File: src/rtl/md_handover_ctrl.sv
// MD-side serving base station selector with req/ack attach and make-before-break handover.
// Latency: every output is registered; a request goes out the cycle after a qualifying candidate is sampled.
// Backpressure: none; the ack handshake is abandoned after TIMEOUT cycles and the controller falls back.
module md_handover_ctrl #(
  parameter int MIN_SQ  = 1,
  parameter int HYST    = 1,
  parameter int DWELL   = 4,
  parameter int TIMEOUT = 8
) (
  input  logic       clk,
  input  logic       reset,
  input  logic [2:0] bs_request,
  input  logic [1:0] sq1,
  input  logic [1:0] sq2,
  input  logic [1:0] sq3,
  input  logic [2:0] bs_ack,
  output logic [1:0] target,
  output logic [2:0] ho_req,
  output logic       attached,
  output logic       ho_busy,
  output logic [7:0] ho_count
);

  localparam int TW = (TIMEOUT > 1) ? $clog2(TIMEOUT) : 1;
  localparam int DW = $clog2(DWELL + 1);
  localparam logic [TW-1:0] TMAX  = TW'(TIMEOUT - 1);
  localparam logic [DW-1:0] DMAX  = DW'(DWELL);
  localparam logic [2:0]    MIN3  = 3'(MIN_SQ);
  localparam logic [2:0]    HYST3 = 3'(HYST);
  localparam logic [1:0]    NONE  = 2'd3;

  typedef enum logic [1:0] {IDLE, CONNECT, ATTACHED, HANDOVER} state_t;

  state_t        state_q, state_d;
  logic [1:0]    cand_q, cand_d;      // handshake target; in ATTACHED it remembers last cycle's candidate
  logic [TW-1:0] timer_q, timer_d;
  logic [DW-1:0] dwell_q, dwell_d;
  logic [1:0]    target_q, target_d;
  logic [2:0]    ho_req_q, ho_req_d;
  logic          attached_q, attached_d;
  logic          ho_busy_q, ho_busy_d;
  logic [7:0]    ho_count_q, ho_count_d;

  logic [1:0]    sq [3];
  logic [2:0]    usable, elig, serv_oh, cand_oh;
  logic          cand_vld, serv_ok, ho_cond, ack_hit;
  logic [1:0]    cand_idx, cand_sq, serv_sq;
  logic [DW-1:0] dwell_n;

  assign sq[0] = sq1;
  assign sq[1] = sq2;
  assign sq[2] = sq3;

  // Candidate search: best usable BS by sq, lowest index on ties, serving BS excluded while attached
  always_comb begin
    serv_oh = 3'b000;
    serv_sq = 2'd0;
    case (target_q)
      2'd0:    begin serv_oh = 3'b001; serv_sq = sq[0]; end
      2'd1:    begin serv_oh = 3'b010; serv_sq = sq[1]; end
      2'd2:    begin serv_oh = 3'b100; serv_sq = sq[2]; end
      default: begin serv_oh = 3'b000; serv_sq = 2'd0;  end
    endcase
    for (int i = 0; i < 3; i++) begin
      usable[i] = bs_request[i] && ({1'b0, sq[i]} >= MIN3);
    end
    elig = usable;
    if (state_q == ATTACHED) elig = usable & ~serv_oh;
    cand_vld = 1'b0;
    cand_idx = 2'd0;
    cand_sq  = 2'd0;
    for (int i = 0; i < 3; i++) begin
      if (elig[i] && (!cand_vld || sq[i] > cand_sq)) begin
        cand_vld = 1'b1;
        cand_idx = 2'(i);
        cand_sq  = sq[i];
      end
    end
    cand_oh = 3'b001 << cand_idx;
    serv_ok = |(usable & serv_oh);
    ho_cond = cand_vld && ({1'b0, cand_sq} >= ({1'b0, serv_sq} + HYST3));
    // ho_req is one-hot on the latched candidate, so this ignores acks from other BSs
    ack_hit = |(bs_ack & ho_req_q);
    dwell_n = (dwell_q == '0 || cand_idx != cand_q) ? DW'(1) : dwell_q + DW'(1);
  end

  // Next-state and next-output computation for the attach / handover sequencer
  always_comb begin
    state_d    = state_q;
    cand_d     = cand_q;
    timer_d    = timer_q;
    dwell_d    = dwell_q;
    target_d   = target_q;
    ho_req_d   = ho_req_q;
    attached_d = attached_q;
    ho_busy_d  = ho_busy_q;
    ho_count_d = ho_count_q;
    case (state_q)
      IDLE: begin
        if (cand_vld) begin
          cand_d   = cand_idx;
          ho_req_d = cand_oh;
          timer_d  = '0;
          state_d  = CONNECT;
        end
      end
      CONNECT: begin
        if (ack_hit) begin
          ho_req_d   = 3'b000;
          target_d   = cand_q;
          attached_d = 1'b1;
          dwell_d    = '0;
          state_d    = ATTACHED;
        end else if (timer_q == TMAX) begin
          ho_req_d = 3'b000;
          state_d  = IDLE;
        end else begin
          timer_d = timer_q + TW'(1);
        end
      end
      ATTACHED: begin
        if (!serv_ok) begin
          target_d   = NONE;
          attached_d = 1'b0;
          dwell_d    = '0;
          state_d    = IDLE;
        end else if (ho_cond) begin
          cand_d = cand_idx;
          if (dwell_n >= DMAX) begin
            ho_req_d  = cand_oh;
            ho_busy_d = 1'b1;
            dwell_d   = '0;
            timer_d   = '0;
            state_d   = HANDOVER;
          end else begin
            dwell_d = dwell_n;
          end
        end else begin
          dwell_d = '0;
        end
      end
      HANDOVER: begin
        // Old link keeps serving; its loss is picked up back in ATTACHED
        if (ack_hit) begin
          target_d  = cand_q;
          ho_req_d  = 3'b000;
          ho_busy_d = 1'b0;
          if (ho_count_q != 8'hFF) ho_count_d = ho_count_q + 8'd1;
          state_d   = ATTACHED;
        end else if (timer_q == TMAX) begin
          ho_req_d  = 3'b000;
          ho_busy_d = 1'b0;
          state_d   = ATTACHED;
        end else begin
          timer_d = timer_q + TW'(1);
        end
      end
      default: state_d = IDLE;
    endcase
  end

  // State and registered outputs; reset overrides everything including an open handshake
  always_ff @(posedge clk) begin
    if (reset) begin
      state_q    <= IDLE;
      cand_q     <= 2'd0;
      timer_q    <= '0;
      dwell_q    <= '0;
      target_q   <= NONE;
      ho_req_q   <= 3'b000;
      attached_q <= 1'b0;
      ho_busy_q  <= 1'b0;
      ho_count_q <= 8'd0;
    end else begin
      state_q    <= state_d;
      cand_q     <= cand_d;
      timer_q    <= timer_d;
      dwell_q    <= dwell_d;
      target_q   <= target_d;
      ho_req_q   <= ho_req_d;
      attached_q <= attached_d;
      ho_busy_q  <= ho_busy_d;
      ho_count_q <= ho_count_d;
    end
  end

  assign target   = target_q;
  assign ho_req   = ho_req_q;
  assign attached = attached_q;
  assign ho_busy  = ho_busy_q;
  assign ho_count = ho_count_q;

endmodule

File: config.mk
export PLATFORM = sky130hd
export DESIGN_NAME = md_handover_ctrl
export DESIGN_NICKNAME = d
export VERILOG_FILES = /design/src/rtl/md_handover_ctrl.sv
export SDC_FILE = /design/constraint.sdc
export NUM_CORES = 1
export LEC_CHECK = 0
export CAP_MARGIN = 25
export CORE_MARGIN = 4
export CORE_UTILIZATION = 50
export CTS_CLUSTER_DIAMETER = 150
export DETAILED_ROUTE_END_ITERATION = 8
export GPL_TIMING_DRIVEN = 0
export PLACE_DENSITY = 0.88
export SLEW_MARGIN = 20
export SYNTH_ARGS = -nofsm -noshare
export SYNTH_HDL_FRONTEND = slang
export SYNTH_SLANG_ARGS = --single-unit
File: constraint.sdc
create_clock -name clk -period 5.1 [get_ports clk]
set_input_delay 0.765 -clock clk [delete_from_list [all_inputs] [get_ports clk]]
set_output_delay 0.765 -clock clk [all_outputs]
set_load 0.02 [all_outputs]
---- Word level (Yosys, flattened, before mapping) ----
Index checks and enable logic that the tools add are counted.
cells by class
  divide/modulo/power cells ............... 0
  equality and inequality tests ........... 22
  multipliers ............................. 0
  reductions and logical operators ........ 30
  multiplexer cells ....................... 56
  shift-type cells ........................ 1
  add/subtract/negate cells ............... 4
  $lt $le $gt $ge ......................... 7
  bitwise gates (word level) .............. 4
operators by type and width
  operator             number
  $mux 3               18
  $mux 2               17
  $pmux 3 s3           3
  $reduce_and 5->1     3
  $ne 2x2->1 const B   7
  $mux 1               11
  $and 3x3->3          3
  $ne 3x3->1 const B   3
  $reduce_and 3->1     3
  $add 8x1->8 const B  1
  $ne 8x8->1 const B   1
  $pmux 2 s2           2
  $pmux 2 s4           1
  $reduce_bool 2->1    4
  $add 3x1->3 const B  2
  $eq 2x2->1 const B   3
  $ge 2x1->1 const B   3
  $logic_and 1x1->1    6
  $pmux 2 s3           1
  $pmux 3 s2           1
  $reduce_and 6->1     1
  $reduce_or 3->1      2
  $eq 2x1->1 const B   2
  $gt 2x2->1           2
  other kinds (18)     24
storage, ports and cells
  latch bits .............................. 0
  memory bits (read-only) ................. 0
  register bits after elaboration ......... 25
  memories ................................ 0
  output and inout bits ................... 15
  RAM bits ................................ 0

---- Logic depth before layout (Yosys ltp) ----
Gate-level depths: netlist (run 1).
  depth in word-level cells ............... 22
  gate-level depth with buffers ........... 23

---- Least setup slack after synthesis (run 1) ----
OpenSTA, ideal clock, no wires.
  kind .................................... register to register
  start ................................... register target_q[1], in the netlist target[1]
  end ..................................... register ho_req_q[0], in the netlist ho_req[0]
  setup slack ............................. 308 ps
  setup time .............................. 74 ps
  cell stages (with the launch flop) ...... 22
  clock period less this slack ............ 4792 ps
  data arrival time ....................... 4718 ps
  buffers on the path ..................... 1
  cell sequence ........................... dfxtp_1 -> buf_2 -> nand2b_1 -> o211ai_1 -> ha_1 -> nor2b_1 -> a2bb2oi_1 -> o31a_1 -> mux2_2 -> ha_1 -> nor2b_1 -> a2bb2oi_1 -> o31ai_4 -> mux2i_1 -> ha_1 -> nand2b_1 -> a21o_1 -> nand4b_2 -> nor4b_4 -> a21boi_2 -> or4_1 -> a31oi_1
on the way
  word-level cells in the longest chain between the ends .. 20
  elaborated cells between the ends (all ways) .. 44
  classes of those cells .................. add/sub: 1; order compare: 4; eq/ne: 7; shift: 1; mux: 17; bitwise: 3; reduce/logical: 11
RTL lines
  item                                                  line  text
  from (decl)                                           38    logic [1:0] target_q, target_d;
  from (signal assigned)                                179   target_q <= target_d;
  $eq 2x2->1 (tied with other cells)                    58    case (target_q)
  $pmux 3 s3                                            58
  $not 3->3                                             68    if (state_q == ATTACHED) elig = usable & ~serv_oh;
  $and 3x3->3                                           68
  $mux 3                                                68
  $mux 2 / $mux 1 (equally long branches)               73    if (elig[i] && (!cand_vld || sq[i] > cand_sq)) begin
  $gt 2x2->1 / $logic_not 1->1 (equally long branches)  73
  $logic_or 1x1->1                                      73
  [... 4 more ...]                                      n/a
  $logic_and 1x1->1                                     73
  $mux 2                                                73
  $ne 2x2->1                                            84    dwell_n = (dwell_q == '0 || cand_idx != cand_q) ? DW'(1) : dwell_q + DW'(1);
  $logic_or 1x1->1                                      84
  $mux 3                                                84
  $ge 3x3->1                                            129   if (dwell_n >= DMAX) begin
  $ne 2x1->1 (no source line)                           n/a
  $reduce_and 5->1 (no source line)                     n/a
  to (signal assigned)                                  180   ho_req_q <= ho_req_d;
  to (decl)                                             39    logic [2:0] ho_req_q, ho_req_d;
Several ways; a longest one is shown, not always the timed one. The select of a mux whose other input is x is not followed.
A chain may end at the register's enable or synchronous reset.

---- Final worst setup path (run 1) ----
  start ................................... input port sq2[1]
  end ..................................... register ho_req_q[0], in the netlist ho_req[0]
on the way
  word-level cells in the longest chain between the ends .. 16
  elaborated cells between the ends (all ways) .. 38
  classes of those cells .................. add/sub: 1; order compare: 5; eq/ne: 5; shift: 1; mux: 14; bitwise: 2; reduce/logical: 10
RTL lines
  item                                                  line  text
  from (decl)                                           14    input logic [1:0] sq2,
  $ge 2x1->1                                            65    usable[i] = bs_request[i] && ({1'b0, sq[i]} >= MIN3);
  $logic_and 1x1->1                                     65
  $and 3x3->3                                           68
  $mux 3                                                68
  $logic_and 1x1->1                                     73
  $mux 2 / $mux 1 (equally long branches)               73
  $gt 2x2->1 / $logic_not 1->1 (equally long branches)  73
  $logic_or 1x1->1                                      73
  $logic_and 1x1->1                                     73
  $mux 2                                                73
  $ne 2x2->1                                            84
  $logic_or 1x1->1                                      84
  $mux 3                                                84
  $ge 3x3->1                                            129
  $ne 2x1->1 (no source line)                           n/a
  $reduce_and 5->1 (no source line)                     n/a
Several ways; a longest one is shown, not always the timed one. The select of a mux whose other input is x is not followed.

==> summary by stage, run 1 <==
CTS
The cell at the root of the clock tree is clkbuf_4. Counting along the longest clock path gives a buffer depth of 2. CTS built an H-tree with a depth of 1. In this run, post-CTS hold repair placed 0 buffers. The clock slew seen by the registers of the worst setup and hold paths is roughly 140 ps. TritonCTS built the clock tree. For the worst-skew pair, the clock arrives at the later sink with an insertion delay of 330 ps.

The clock sink total is 25. Clock tree synthesis inserted a total of 3 buffers.

Placed design
Once detailed placement completed, the half-perimeter wirelength came to 3.05 mm. The number of placed instances, taps included is 280. The post-placement setup slack is -765 ps. The placer's final routability congestion estimate is 0.920. In this run the tool buffered the top-level ports with 28 buffer cells.

Critical path
The worst setup path is captured at a flip-flop. STA classifies the critical path startpoint as an input port. The setup path with the least slack is of type input port to flip-flop. The maximum fanout encountered on the critical timing path is 6.

Data on the critical path arrives at its endpoint at 5240 ps. STA puts the critical path data required time at 5370 ps.

Global route
After global routing the overflow that remains totals 0. The first-pass GRT wire length is 6.95 mm. The initial antenna violation count is 0. The number of global-route vias before repair is 1530.

The pin count of the biggest net entering global routing is 15. Global routing used 19.9% of the available tracks across all layers.

Detailed routing
After detailed routing, the average wire length per cell comes to 14.4 µm. The starting DRC count in detailed routing is 88. The via count is approximately 1700.

After detailed routing, the total wire length is 4.27 mm. The number of optimization iterations in the first detailed-route pass is 5. After detailed routing, the number of remaining DRC violations is 0. After detailed routing, the number of vias per cell comes to 5.73.

The detail route stage leaves a number of antenna-violating nets equal to 0.

Floorplan
Pin placement for this block handled 29 I/O pins. The overall die height is between 60 and 70 µm. The area of the placeable core is ~3300 µm². The starting density of the core is between 50% and 60%. The die width is 66.8 µm. Row generation in the floorplan step produced 21 rows. The die covers 4460 µm².

Power and ir drop
The total power density per cell area is 207 nW/µm². The power consumption is roughly 460 µW. Summed over all cells, the static leakage comes to 0.902 nW. The worst supply voltage drop on vdd is 188 µV.

Min path
The type of the most critical hold path is flip-flop to flip-flop.

STA
The final hold violation count is 0. The achievable frequency is 201 MHz. The worst-margin pin slew is a little under 800 ps. The worst clock skew is 8.98 ps. In this run the tightest slew margin relative to its limit is between 40% and 50%. The count of endpoints failing setup in the final report is 0. The share of the cycle needed by the critical path after routing is a little over nine tenths. After layout, the worst setup slack is roughly 120 ps. The number of pins with negative max-slew slack in the final report is 0. In the final timing run, aggregate negative setup slack is 0 ps. The time the worst path needs with I/O delays and setup is 4980 ps.

Logic synthesis
The synthesized net count is 232. For this run, the leading register cell type out of synthesis is dfxtp_1. The synthesis warning total is 0. The flip-flop and latch count after synthesis is 25. The per-instance average area after synthesis is 8.39 µm². The instance count of the mapped netlist is approximately 210. Counting flops with a built-in enable in the synthesized netlist gives 0. For this run, the register share of the synthesized area comes to roughly 29%.

For this run, asynchronously set or reset flops after synthesis account for 0%. The distinct cell type count of the synthesized netlist is 53. The synthesized area is 1730 µm².

Finish
Leaving out filler cells and counting taps, the final layout contains 296. The growth of design area from synthesis to finish is 29.0%. The final antenna diode count is 0. The area used by multi-input combinational logic is 1190 µm².

The number of filler instances in the final layout is 285. At the end of the flow the core is filled with cells to 66.8%. The library cells used most frequently in the layout, excluding fill and tap cells, are nor2_1 (25), clkdlybuf4s50_1 (25), dfxtp_1 (23), nand2_1 (18). The fraction of layout instances using a drive strength above 1 is 15.2%. The register area is approximately 500 µm². In the final design database the tool counted 277 nets.

Run status
The flow ran to the end, and the final reports show no timing, DRC or antenna violations.

Run
Max-cap violations in this run came to 0.
==> flip-flops by register name, summed over array words and instances, names as in the netlist <==
| name | count |
|---|---|
| state_q | 2 |
| attached | 1 |
| ho_req | 3 |
| cand_q | 2 |
| dwell_q | 3 |
| timer_q | 3 |
| ho_count | 8 |
| ho_busy | 1 |
| target | 2 |
==> critical path: stages <==
cell and delay, ps:
clkdlybuf4s50_1 570, ha_1 280, nor2b_1 140, a2bb2oi_2 140, o31a_1 370, nor2_1 140
a21oi_2 60, ha_1 310, nor2b_1 140, a2bb2oi_2 180, o31ai_4 320, mux2i_1 120
ha_1 270, nand2b_1 90, a21o_1 160, nand4b_4 150, nor4b_4 340, a21boi_2 130
or4_1 420, a31oi_1 140
==> metrics by stage <==
stage | hold WS, ps | instance area (µm²)
final | 509 | 2230
after detailed placement | 487 | 2070
after global routing | 540 | 2230
after CTS | 509 | 2110
after global placement | 468 | 2070
after floorplan | 450 | 1730
==> cells by family (layout without fill, tap and decap cells) <==
group / after synthesis / count (layout) / synth area share (%)
XOR/XNOR: 7 / 7 / 3.55
multiplexers: 7 / 7 / 4.13
buffers and inverters: 17 / 61 / 4.20
flip-flops: 25 / 25 / 29.0
AND/OR/NAND/NOR: 85 / 85 / 26.3
AO/OA/AOI/OAI: 53 / 53 / 24.2
adder cells (fa/ha/maj): 12 / 12 / 8.69
==> layer usage <==
layer	wire length [µm]	global-route usage, %	part of all wire [%]
met1	1900	26.2	45
met2	2080	32.8	49
met3	219	4.38	5.1
met4	66	4.82	1.5
met5	0	0	0
==> what timing repair did <==
item / 4_1_cts / 5_1_grt
buffers inserted: 2 / 10
endpoints found under the setup margin: 11 / 8
pin swaps: 2 / 11
gates resized for setup: 1 / 13
==> path summary, 6_finish.rpt <==
kind | slack [ps] | cells past startpoint | startpoint | endpoint
worst max-delay path | 120 | 20 | sq2[1] | ho_req[0]$_SDFFE_PP0P_
worst min-delay path | 510 | 2 | ho_count[1]$_SDFFE_PP0P_ | ho_count[1]$_SDFFE_PP0P_
worst max register to register | 140 | 23 | state_q[1]$_SDFFE_PP0P_ | ho_req[0]$_SDFFE_PP0P_
worst min register to register | 510 | 2 | ho_count[1]$_SDFFE_PP0P_ | ho_count[1]$_SDFFE_PP0P_
==> synthesized netlist by cell type (2+ instances only) <==
library cell  number  area [µm²]
dfxtp_1           25         500
nor2_1            25        93.8
nand2_1           18        67.6
ha_1              12         150
a21oi_1           10        50.1
inv_1             10        37.5
nor2b_1            7        43.8
mux2i_1            6        60.1
nand3_1            6        30.0
o211ai_1           6        45.0
o21ai_0            6        30.0
a31oi_1            5        31.3
clkbuf_1           5        18.8
nor3_1             5        25.0
xnor2_1            5        43.8
and2_1             3        18.8
nand3b_1           3        22.5
nor3b_1            3        22.5
or3_1              3        18.8
a22oi_1            2        15.0
a2bb2oi_1          2        17.5
a32oi_1            2        17.5
nand2b_1           2        12.5
o211a_1            2        20.0
o21ai_1            2        10.0
o21ai_2            2        17.5
or2_2              2        12.5
xor2_1             2        17.5
==> area by class of cell <==
type                       instances  share of cell area, %
inverter                          10                   1.68
multi-input combinational        164                   53.3
tap                               46                   2.58
clock buffer                       3                   1.01
clock inverter                     1                  0.224
buffer                             7                   1.74
sequential                        25                   22.6
timing repair buffer              40                   16.9
==> power breakdown <==
part	internal [mW]	leakage, nW	switching (mW)	total [mW]
clock network	0.0294	0.0177	0.0601	0.0895
registers	0.204	0.203	0.00921	0.213
logic	0.0765	0.682	0.0820	0.158
(Power assumes the default switching activity.)
==> inputs of run 2 (changes only) <==
--- a/config.mk
+++ b/config.mk
@@ -6,8 +6,8 @@
 export NUM_CORES = 1
 export LEC_CHECK = 0
 export CAP_MARGIN = 25
-export CORE_MARGIN = 4
 export CORE_UTILIZATION = 50
+export CTS_BUF_LIST = sky130_fd_sc_hd__clkbuf_2
 export CTS_CLUSTER_DIAMETER = 150
 export DETAILED_ROUTE_END_ITERATION = 8
 export GPL_TIMING_DRIVEN = 0
==> run 2 against run 1 <==
  * Combinational power grew 3%
  * Register-to-register slack lost 40 ps
  * Core utilization rose by 4.5 points
  * Via count is 3.9% higher
  * Sequential power about the same
  * Critical endpoint unchanged
  * Largest power group unchanged
==> summary by stage, run 2 (same netlist as run 1, synthesis figures left out) <==
Finish
The number of flip-flops in the largest register is 8. The fraction of layout instances using a drive strength above 1 is 16.6%. The final layout net count is 280. In the layout the commonest cells are clkdlybuf4s50_1 (26), nor2_1 (25), dfxtp_1 (23), nand2_1 (18), buf_4 (15). The most common library cell in the layout ignoring fill and taps is clkdlybuf4s50_1.

0 antenna diodes ended up in the layout. The growth of design area from synthesis to finish is 30.1%.

Critical path
STA classifies the critical path endpoint as a flip-flop. The data arrival time of the worst path is 5330 ps. The highest cell delay on the worst timing path is about 430 ps.

Among the stages of the critical path, the cell type that occurs most often is ha_1. The critical path goes through buf_6, nor2b_4, nand2b_1, o211ai_1, ha_1, nor2b_1, a2bb2oi_1, o31a_1, nor2_1, a21oi_2, ha_1, nor2b_1, a2bb2oi_2, o31ai_4, mux2i_1, ha_1, nand2b_1, a21o_1, nand4b_4, nor4b_4, a21boi_2, or4_4, a31oi_1. The number of buffers and inverters on the critical path is 1. The critical path is of the flip-flop to flip-flop type. The nature of the critical path startpoint is a flip-flop. The maximum fanout encountered on the critical timing path is 6.

The internal reg-to-reg setup slack is 100 ps. The slowest stage of the critical path belongs to the cell or4_4. Grouping stages by cell kind, the critical path spends the most delay in compound AO/OA/AOI/OAI gates. For the worst setup path, the data required time is roughly 5400 ps.

Power and ir drop
The share of total power consumed by net switching is 34.6%. The total power density per cell area is 205 nW/µm². The share of total power in combinational logic is 35.4%. The fraction of power consumed by the clock network is 18.3%.

The power spent charging and discharging nets is between 150 and 200 µW. The internal power of the cells totals around 300 µW. The static leakage is 0.904 nW. Sequential cells account for between 40% and 50% of the total power. The completed layout was analyzed and its total power is 460 µW. VDD sags by at most 153 µV.

Global route
The initial antenna violation count is 0. The number of global-route vias before repair was 1539. The pin count of the biggest net entering global routing is 16.

The total routing resource utilization after global routing is 23.5%. The first global-routing pass estimated 6.56 mm of wire. The total overflow left after global routing is 0.

CTS
The clock tree from TritonCTS is done. The number of levels in the clock H-tree is 1. The number of buffers created by CTS is 3. The worst-skew pair later-pin latency is about 370 ps. After clock tree synthesis, the clock-pin slew on the worst setup and hold paths is 260 ps. The cell at the root of the clock tree is clkbuf_2.

Counting along the longest clock path gives a buffer depth of 2. Clock tree synthesis found a total of 25 sinks.

Floorplan
The number of placed I/O pins is 29. The overall die height is between 60 and 70 µm. The area of the placeable core is 3150 µm². Row generation in the floorplan step produced 20 rows. The floorplan step set the die width to around 60 µm.

The area of the die is approximately 3700 µm². The initial utilization of the core area, before any placement, comes to 54.8%.

Detailed routing
The mean number of vias per cell is 5.94. After detailed routing, the average wire length per cell comes to 14.6 µm. The DRC violation count after routing is 0. Summed over all layers, the routed wires come to 4.33 mm. The number of optimization iterations in the first detailed-route pass is 4. The starting DRC count in detailed routing is a little over 90. The count of nets left with antenna violations once routing finished came out at 0. The via count is 1763.

Min path
The type of the most critical hold path is flip-flop to flip-flop.

Run status
The run finished with clean final reports.

STA
Setup total negative slack on the finished layout was measured at 0 ps. Setup repair after global routing could not meet its margin everywhere. The share of the cycle needed by the critical path after routing is between 90% and 100%. The count of endpoints failing setup in the final report is 0. The final hold violation count is 0.

The number of pins with negative max-slew slack in the final report is 0. The worst-margin pin slew is 781 ps. The time the worst path needs with I/O delays and setup is 5000 ps. The achievable frequency is 200 MHz. The worst-case headroom to the max-slew limit is 47.8%. The worst clock skew is roughly 4.7 ps. Across all hold checks on the routed design, the worst slack comes to just over 500 ps.

Placed design
Port buffering added 28 buffers. The placer's final routability congestion estimate is 0.908. The estimated wirelength of the detail-placed design is 3.07 mm.

Run
Across the run, the number of max-cap violations was 0.
-- run 2: cell count changes in the layout (fill, tap and decap cells not counted), sizes merged --
cell / previous run / this run
buf: 13 / 16
clkdlybuf4s50: 25 / 26
clkinv: 1 / 0
clkinvlp: 0 / 1
dlymetal6s2s: 3 / 2
-- run 2: worst paths after layout --
path | from | end | cells after the start
setup / recovery | state_q[1]$_SDFFE_PP0P_ | ho_req[0]$_SDFFE_PP0P_ | 23
hold / removal | dwell_q[1]$_SDFFE_PP0P_ | dwell_q[1]$_SDFFE_PP0P_ | 2
setup reg to reg | state_q[1]$_SDFFE_PP0P_ | ho_req[0]$_SDFFE_PP0P_ | 23
hold reg to reg | dwell_q[1]$_SDFFE_PP0P_ | dwell_q[1]$_SDFFE_PP0P_ | 2
-- run 2: tightest hold or removal path: stages, from the launching register on --
cell and delay, ps:
dfxtp_1 380, nand2_1 60, o31ai_1 60
-- run 2: metal layers --
layer  track usage, %  wire length (µm)  vias to the layer above
li1                 -                 -                      849
met1             28.7              1940                      824
met2             41.6              2030                       72
met3             4.48               269                       18
met4             7.47               100                        0
met5                0                 0                        -
-- run 2: area by class of cell --
type / instances / area, µm²
multi-input combinational: 164 / 1190
fill: 259 / 906
sequential: 25 / 503
timing repair buffer: 43 / 398
tap: 44 / 55.1
buffer: 7 / 38.8
inverter: 10 / 37.5
clock buffer: 3 / 15.0
clock inverter: 1 / 7.51
-- run 2: per-stage QoR --
stage | instances | util (%) | cell area, µm² | worst slack (ps)
after global placement | 278 | 65.4 | 2060 | -719
final | 297 | 71.3 | 2250 | 100
after detailed placement | 278 | 65.4 | 2060 | -768
after global routing | 297 | 71.3 | 2250 | -140
after CTS | 284 | 66.8 | 2110 | 59.1
after floorplan | 206 | - | 1730 | 308
-- run 2: power by group through the flow --
stage               logic, mW  clock network (mW)  registers [mW]
detailed placement      0.133                   0           0.216
global placement        0.130                   0           0.216
floorplan              0.0882                   0           0.219
global route            0.176              0.0917           0.214
finish                  0.163              0.0842           0.213
CTS                     0.138              0.0852           0.212
-- run 2: timing repair --
action / CTS / global route
cloned: 0 / 0
setup endpoints to repair: 8 / 8
pin swaps: 2 / 12
hold buffers: 0 / 0
buffers inserted: 2 / 13
resized for setup: 1 / 13
